### config.mk
export PLATFORM = sky130hd
export DESIGN_NAME = antilog2_stream_flat
export DESIGN_NICKNAME = d
export VERILOG_FILES = /design/src/rtl/antilog2_stream_if.sv /design/src/rtl/antilog2_stream.sv /design/src/flat_wrapper.sv
export SDC_FILE = /design/constraint.sdc
export NUM_CORES = 1
export LEC_CHECK = 0
export ABC_AREA = 1
export CORE_ASPECT_RATIO = 0.8
export CORE_UTILIZATION = 50
export DETAILED_ROUTE_END_ITERATION = 10
export GPL_TIMING_DRIVEN = 1
export PLACE_DENSITY = 0.72
export RECOVER_POWER = 100
export SYNTH_ARGS = -nofsm -noshare
export SYNTH_HDL_FRONTEND = slang
export SYNTH_SLANG_ARGS = --single-unit
### constraint.sdc
create_clock -name clk -period 4.2 [get_ports clk]
set_input_delay 0.84 -clock clk [delete_from_list [all_inputs] [get_ports clk]]
set_output_delay 0.84 -clock clk [all_outputs]
set_load 0.05 [all_outputs]
### src/rtl/antilog2_stream_if.sv
// antilog2_stream_if
//   Bundles the sample-in and result-out streams of antilog2_stream.
//   master : the environment, drives din/din_valid/dout_ready and observes the rest
//   slave  : the anti-log block itself
// Signals:
//   din        exponent x = din / 2^FRAC_W, unsigned
//   din_valid  din qualifier
//   din_ready  block accepts din this cycle
//   dout       2^x with DOUT_FRAC_W fraction bits
//   dout_valid dout qualifier
//   dout_ready sink accepts dout this cycle
//   dout_ovf   dout is saturated, qualified by dout_valid
//   ovf_cnt    saturating count of delivered overflowed samples
interface antilog2_stream_if #(
    parameter int INT_W       = 6,
    parameter int FRAC_W      = 10,
    parameter int DOUT_INT_W  = 16,
    parameter int DOUT_FRAC_W = 8
);
    logic [INT_W+FRAC_W-1:0]           din;
    logic                              din_valid;
    logic                              din_ready;
    logic [DOUT_INT_W+DOUT_FRAC_W-1:0] dout;
    logic                              dout_valid;
    logic                              dout_ready;
    logic                              dout_ovf;
    logic [15:0]                       ovf_cnt;

    modport master (
        output din, din_valid, dout_ready,
        input  din_ready, dout, dout_valid, dout_ovf, ovf_cnt
    );

    modport slave (
        input  din, din_valid, dout_ready,
        output din_ready, dout, dout_valid, dout_ovf, ovf_cnt
    );
endinterface

### src/rtl/antilog2_stream.sv
// antilog2_stream
//   Streaming base-2 anti-logarithm. The exponent is split into an integer
//   part e, a LUT index k and a residue r. One octave of 2^(k/2^LUT_AW) is
//   held in a LUT built at elaboration; the octave value is then scaled by a
//   left shift of e. Results whose integer part cannot be represented
//   saturate to all ones and are counted.
//   Pipeline: S1 field split, S2 LUT read, S3 interpolate/shift/saturate.
//   All stages advance together on en = !dout_valid | dout_ready.
// Ports:
//   clk    rising-edge clock
//   rst_n  synchronous active-low reset
//   bus    antilog2_stream_if slave modport (din/dout streams, ovf flag, ovf counter)
// Build option:
//   ANTILOG2_INTERP_EN  when defined, linearly interpolate between LUT entries
//                       using the residue r; otherwise r is ignored.
module antilog2_stream #(
    parameter int INT_W       = 6,
    parameter int FRAC_W      = 10,
    parameter int LUT_AW      = 6,
    parameter int MANT_W      = 23,
    parameter int DOUT_INT_W  = 16,
    parameter int DOUT_FRAC_W = 8
) (
    input  logic               clk,
    input  logic               rst_n,
    antilog2_stream_if.slave   bus
);

    localparam int DIN_W  = INT_W + FRAC_W;
    localparam int RW     = FRAC_W - LUT_AW;
    localparam int DOUT_W = DOUT_INT_W + DOUT_FRAC_W;
    localparam int LUT_N  = 1 << LUT_AW;
    localparam int SHR    = MANT_W - DOUT_FRAC_W;
    // 1.m can reach 2.0 when interpolating up to the top entry
    localparam int SUM_W  = MANT_W + 2;
    // wide enough for the largest unsaturated shift (e = DOUT_INT_W-1)
    localparam int SH_W   = SUM_W + DOUT_INT_W;

`ifdef ANTILOG2_INTERP_EN
    localparam int LUT_ENTRIES = LUT_N + 1;
`else
    localparam int LUT_ENTRIES = LUT_N;
`endif

    typedef logic [MANT_W:0] mant_t;

    // Fractional part of 2^(j/2^LUT_AW), rounded to MANT_W bits.
    function automatic mant_t lut_entry(input int j);
        real x;
        x = (2.0 ** (real'(j) / real'(LUT_N)) - 1.0) * (2.0 ** real'(MANT_W));
        return mant_t'($rtoi(x + 0.5));
    endfunction

    mant_t lut [LUT_ENTRIES];

    for (genvar j = 0; j < LUT_ENTRIES; j++) begin : g_lut
        localparam mant_t LV = lut_entry(j);
        assign lut[j] = LV;
    end

    logic en;

    logic               v1;
    logic [INT_W-1:0]   s1_e;
    logic [LUT_AW-1:0]  s1_k;

    logic               v2;
    logic [INT_W-1:0]   s2_e;
    mant_t              s2_lo;

`ifdef ANTILOG2_INTERP_EN
    logic [RW-1:0]      s1_r;
    logic [RW-1:0]      s2_r;
    mant_t              s2_hi;
    logic [LUT_AW:0]    k_next;
`endif

    logic               dout_valid_q;
    logic [DOUT_W-1:0]  dout_q;
    logic               ovf_q;
    logic [15:0]        cnt_q;

    mant_t              m;
    logic [SUM_W-1:0]   sum;
    logic [SH_W-1:0]    shifted;
    logic [DOUT_W-1:0]  res;
    logic               sat;

    // Whole pipe freezes when the output holds an unaccepted sample.
    assign en            = !dout_valid_q || bus.dout_ready;
    assign bus.din_ready = en;

    always_ff @(posedge clk) begin
        if (!rst_n) begin
            v1   <= 1'b0;
            s1_e <= '0;
            s1_k <= '0;
`ifdef ANTILOG2_INTERP_EN
            s1_r <= '0;
`endif
        end else if (en) begin
            v1 <= bus.din_valid;
            if (bus.din_valid) begin
                s1_e <= bus.din[DIN_W-1:FRAC_W];
                s1_k <= bus.din[FRAC_W-1 -: LUT_AW];
`ifdef ANTILOG2_INTERP_EN
                s1_r <= bus.din[RW-1:0];
`endif
            end
        end
    end

`ifdef ANTILOG2_INTERP_EN
    assign k_next = {1'b0, s1_k} + 1'b1;
`else
    // Low fraction bits only matter when interpolating.
    if (RW > 0) begin : g_unused_r
        logic unused_r;
        assign unused_r = ^bus.din[RW-1:0];
    end
`endif

    always_ff @(posedge clk) begin
        if (!rst_n) begin
            v2    <= 1'b0;
            s2_e  <= '0;
            s2_lo <= '0;
`ifdef ANTILOG2_INTERP_EN
            s2_hi <= '0;
            s2_r  <= '0;
`endif
        end else if (en) begin
            v2 <= v1;
            if (v1) begin
                s2_e  <= s1_e;
                s2_lo <= lut[s1_k];
`ifdef ANTILOG2_INTERP_EN
                s2_hi <= lut[k_next];
                s2_r  <= s1_r;
`endif
            end
        end
    end

`ifdef ANTILOG2_INTERP_EN
    localparam int PROD_W = MANT_W + 1 + RW;
    typedef logic [PROD_W-1:0] prod_t;
    mant_t diff;
    prod_t prod;
`endif

    always_comb begin
`ifdef ANTILOG2_INTERP_EN
        // LUT is monotonic, so the step to the next entry is never negative.
        diff = s2_hi - s2_lo;
        prod = prod_t'(diff) * prod_t'(s2_r);
        m    = s2_lo + mant_t'(prod >> RW);
`else
        m    = s2_lo;
`endif
        sum     = SUM_W'(m) + (SUM_W'(1) << MANT_W);
        shifted = SH_W'(sum) << s2_e;
        res     = DOUT_W'(shifted >> SHR);
        sat     = int'(s2_e) >= DOUT_INT_W;
    end

    always_ff @(posedge clk) begin
        if (!rst_n) begin
            dout_valid_q <= 1'b0;
            dout_q       <= '0;
            ovf_q        <= 1'b0;
        end else if (en) begin
            dout_valid_q <= v2;
            if (v2) begin
                dout_q <= sat ? '1 : res;
                ovf_q  <= sat;
            end
        end
    end

    always_ff @(posedge clk) begin
        if (!rst_n) begin
            cnt_q <= '0;
        end else if (dout_valid_q && bus.dout_ready && ovf_q && (cnt_q != 16'hFFFF)) begin
            cnt_q <= cnt_q + 16'd1;
        end
    end

    assign bus.dout       = dout_q;
    assign bus.dout_valid = dout_valid_q;
    assign bus.dout_ovf   = ovf_q;
    assign bus.ovf_cnt    = cnt_q;

endmodule

### src/flat_wrapper.sv
// flat-port wrapper written by rule: the top's interface ports become plain ports
module antilog2_stream_flat 
#(
    parameter int INT_W       = 6,
    parameter int FRAC_W      = 10,
    parameter int LUT_AW      = 6,
    parameter int MANT_W      = 23,
    parameter int DOUT_INT_W  = 16,
    parameter int DOUT_FRAC_W = 8
)
  (clk, rst_n, bus_din, bus_din_valid, bus_dout_ready, bus_din_ready, bus_dout, bus_dout_valid, bus_dout_ovf, bus_ovf_cnt);
  antilog2_stream_if #(.INT_W(INT_W), .FRAC_W(FRAC_W), .DOUT_INT_W(DOUT_INT_W), .DOUT_FRAC_W(DOUT_FRAC_W)) bus_i ();
  input  logic clk;
  input  logic rst_n;
  input wire logic [$bits(bus_i.din)-1:0] bus_din;
  input wire logic [$bits(bus_i.din_valid)-1:0] bus_din_valid;
  input wire logic [$bits(bus_i.dout_ready)-1:0] bus_dout_ready;
  output wire logic [$bits(bus_i.din_ready)-1:0] bus_din_ready;
  output wire logic [$bits(bus_i.dout)-1:0] bus_dout;
  output wire logic [$bits(bus_i.dout_valid)-1:0] bus_dout_valid;
  output wire logic [$bits(bus_i.dout_ovf)-1:0] bus_dout_ovf;
  output wire logic [$bits(bus_i.ovf_cnt)-1:0] bus_ovf_cnt;
  assign bus_i.din = bus_din;
  assign bus_i.din_valid = bus_din_valid;
  assign bus_i.dout_ready = bus_dout_ready;
  assign bus_din_ready = bus_i.din_ready;
  assign bus_dout = bus_i.dout;
  assign bus_dout_valid = bus_i.dout_valid;
  assign bus_dout_ovf = bus_i.dout_ovf;
  assign bus_ovf_cnt = bus_i.ovf_cnt;
  antilog2_stream #(.INT_W(INT_W), .FRAC_W(FRAC_W), .LUT_AW(LUT_AW), .MANT_W(MANT_W), .DOUT_INT_W(DOUT_INT_W), .DOUT_FRAC_W(DOUT_FRAC_W)) u_core (.clk(clk), .rst_n(rst_n), .bus(bus_i));
endmodule
==> flow_summary_export.csv <==
group,metric,value,unit
run_status,outcome,"finished clean",
pwr,ir_worst_vdd,0.1988,mV
logic_synthesis,count_of_synthesis_stage_warnings_from_yosys,0,
timing,fin_tns_setup,0,ns
floorplanning,vertical_die_dimension,101.8,µm
clock_network,clk_latency,0.34,ns
floorplanning,floorplan.initialDensity,51.16,%
routing,dr_total_vias,7261,
clock_network,maximum_root_to_sink_buffer_count,2,
timing,rsz0062_at_grt,"no",
global_route,gr-total-overflow,0,
routing,post_dr_vias_cell,5.823,
global_route,gr-usage-all-layers,34.43,%
logic_synthesis,yosys_register_bits,85,
hold_path,whs_path_depth,2,
finish,mostFrequentLayoutCells,"sky130_fd_sc_hd__nand2_1 (337), sky130_fd_sc_hd__nand3_1 (180), sky130_fd_sc_hd__nor2_1 (111), sky130_fd_sc_hd__dfxtp_1 (85), sky130_fd_sc_hd__o21ai_0 (83)",
finish,final_net_count,1124,
global_route,grt_antenna_before_repair,0,
setup_path,worstPathRequired,3.36,ns
routing,drc,0,
place,routabilityCongestion,0.9789,
pwr,share_comb_of_total_power,26.9,%
routing,1st_iter_drt_viols,780,
logic_synthesis,synthesis.instances,1074,
floorplanning,coreArea,12160,µm²
logic_synthesis,fraction_of_synthesis_flops_using_an_asynchronous_set_or_reset_pin,0,%
setup_path,critical_path.reg2reg.startpoint,"u_core.s1_k[1]",
place,hpwl,15640,µm
logic_synthesis,seq_area_frac_synth,27.35,%
timing,max-slew-margin-rel,6.198,%
timing,max_freq,300.7,MHz
floorplanning,design.die.area,12900,µm²
clock_network,tritoncts.num_buffers,9,
logic_synthesis,synth_edf_count,0,
logic_synthesis,syn-cell-area,6222,µm²
timing,timing.final.crit_period,3.326,ns
clock_network,post_cts_hold_buffer_count,0,
pwr,p_int,1.512,mW
global_route,first_global_vias,6397,
pwr,power_switching,0.8412,mW
hold_path,worst_hold_path.endpoint,"u_core.v1",
timing,period_utilization,79.18,%
setup_path,reg2reg_depth,12,
setup_path,worst-r2r-setup-slack,1.39,ns
pwr,netSwitchingFraction,35.75,%
pwr,total_power,2.353,mW
timing,finalHoldViolCount,0,
logic_synthesis,syn-mean-instance-area,5.793,µm²
routing,detail_route.wirelength,21450,µm
timing,drv_slew,0,
finish,final_cell_area,7038,µm²
setup_path,critical_path.endpoint_type,"primary output",
setup_path,critical_path_peak_fanout,5,
global_route,grt_start_max_net_pins,48,
run,maxCapViolCount,0,
clock_network,cts.sink_count,85,
logic_synthesis,yosys.cell_types.count,34,
pwr,power_density,334.3,nW/µm²
hold_path,hp-start,"u_core.v1",
pwr,total_leakage_power,3.275,nW
clock_network,path_clk_slew,0.06,ns
routing,wl_per_cell,17.20,µm
global_route,wire_length_of_the_first_global_routing_pass,34070,µm
pwr,power.clock.fraction,34.7,%
floorplanning,floorplan.die.width,126.7,µm
routing,pre_repair_dr_iteration_count,6,
setup_path,critical_path_arrival,2.49,ns
routing,drtAntennaViolNets,0,
timing,worstMarginPinSlew,1.407,ns
clock_network,ctsHtreeMaxLevel,3,
timing,total_of_endpoints_with_negative_setup_slack_in_the_final_report,0,
place,dpl-instance-area,6761,µm²
timing,finClkSkew,0.007762,ns
pwr,seq_power_share,38.4,%
logic_synthesis,syn_nets,1108,
clock_network,cts-resized-gates,0,
logic_synthesis,dominantRegCellSynth,"sky130_fd_sc_hd__dfxtp_1",
finish,leading_cell_type_in_the_layout_fill_and_taps_excluded,"sky130_fd_sc_hd__nand2_1",
finish,utilization_after_layout,57.87,%
finish,drive_above_1_share,3.744,%
clock_network,cts_tree,"yes",
setup_path,critical_path_class,"in -> out",
floorplanning,row_count,36,
clock_network,cts_post_setup_buffers_inserted,0,
setup_path,worst_r2r_endpoint,"u_core.m[13]",
finish,diodes,0,
place,buffer_ports.inserted,58,
clock_network,clock_tree_root_buffer_cell,"sky130_fd_sc_hd__clkbuf_16",
setup_path,worstSetupStartpointType,"input port",
hold_path,min_path_type,"reg -> reg",
finish,layout-area-overhead-vs-synth,13.11,%
floorplanning,num_io_pins,63,
==> cells in the mapped netlist, drive strengths merged, types with 2 or more instances <==
master | n | area share [%]
ha | 14 | 2.8
a21boi | 2 | 0.24
nor2 | 115 | 7.1
o211ai | 4 | 0.48
o21ai | 88 | 7.1
a21oi | 72 | 6.3
nor3 | 3 | 0.24
nand3 | 180 | 14
nand2 | 340 | 21
xnor2 | 2 | 0.28
a31oi | 11 | 1.1
clkinv | 3 | 0.18
clkbuf | 24 | 1.4
dfxtp | 85 | 27
buf | 37 | 3.2
nand4 | 9 | 0.90
xor2 | 6 | 0.84
inv | 73 | 4.4
==> worst max-delay path by stage <==
stage / start / endpoint / depth (start not counted)
6_report: bus_dout_ready / bus_din_ready / 4
5_1_grt: rst_n / u_core.m[14] / 7
4_1_cts: bus_dout_ready / bus_din_ready / 4
3_5_place_dp: bus_dout_ready / bus_din_ready / 4
3_3_place_gp: bus_dout_ready / bus_din_ready / 4
2_1_floorplan: bus_dout_ready / u_core.bus.dout[10] / 10
==> logic make-up after synthesis <==
group / after synthesis / synth area share, %
compound gates: 180 / 15.56
xor+xnor: 8 / 1.126
simple gates: 650 / 43.88
flops: 85 / 27.35
fa+ha+maj: 14 / 2.815
buf+inv: 137 / 9.270
==> power by group through the flow <==
| stage | combinational, mW | clock [mW] | sequential (mW) |
|---|---|---|---|
| after floorplan | 0.419 | 0 | 0.930 |
| after global placement | 0.623 | 0 | 0.919 |
| after detailed placement | 0.618 | 0 | 0.919 |
| after CTS | 0.621 | 0.826 | 0.901 |
| after global routing | 0.697 | 0.865 | 0.908 |
| final | 0.634 | 0.817 | 0.903 |
==> critical path: stages <==
cell,delay [ns]
sky130_fd_sc_hd__dlygate4sd3_1,0.55
sky130_fd_sc_hd__inv_1,0.06
sky130_fd_sc_hd__nand2_1,0.14
sky130_fd_sc_hd__dlygate4sd3_1,0.89
==> sequential cells by signal (all words and copies together), names as in the netlist, 6 cells and up <==
signal / flops
u_core.bus.dout: 24
u_core.m: 23
u_core.bus.ovf_cnt: 16
u_core.s1_e: 6
u_core.s1_k: 6
u_core.s2_e: 6
==> cell type report <==
type	count	area, µm²
Clock buffer	10	239.0
Clock inverter	6	70.07
Fill cell	1262	5124
Inverter	76	285.3
Multi-Input combinational cell	852	3919
Sequential cell	85	1702
Tap cell	152	190.2
Timing Repair Buffer	66	633.1
==> through the flow <==
step,setup WS (ns),hold slack [ns],cells
floorplan,2.168,0.4390,1074
CTS,1.045,0.4670,1247
global placement,1.070,0.4496,1231
detailed placement,1.045,0.4548,1231
global route,0.7711,0.5122,1247
finish,0.8744,0.4710,1247
==> layer usage <==
layer  up-vias  global-route usage [%]  wire [µm]
li1       3559                       -          -
met1      3329                   50.18       9951
met2       342                   48.62       8559
met3        31                   11.25       2604
met4         0                   7.875        332
met5         -                       0          0
No activity file was read; power rests on OpenSTA's default activity.
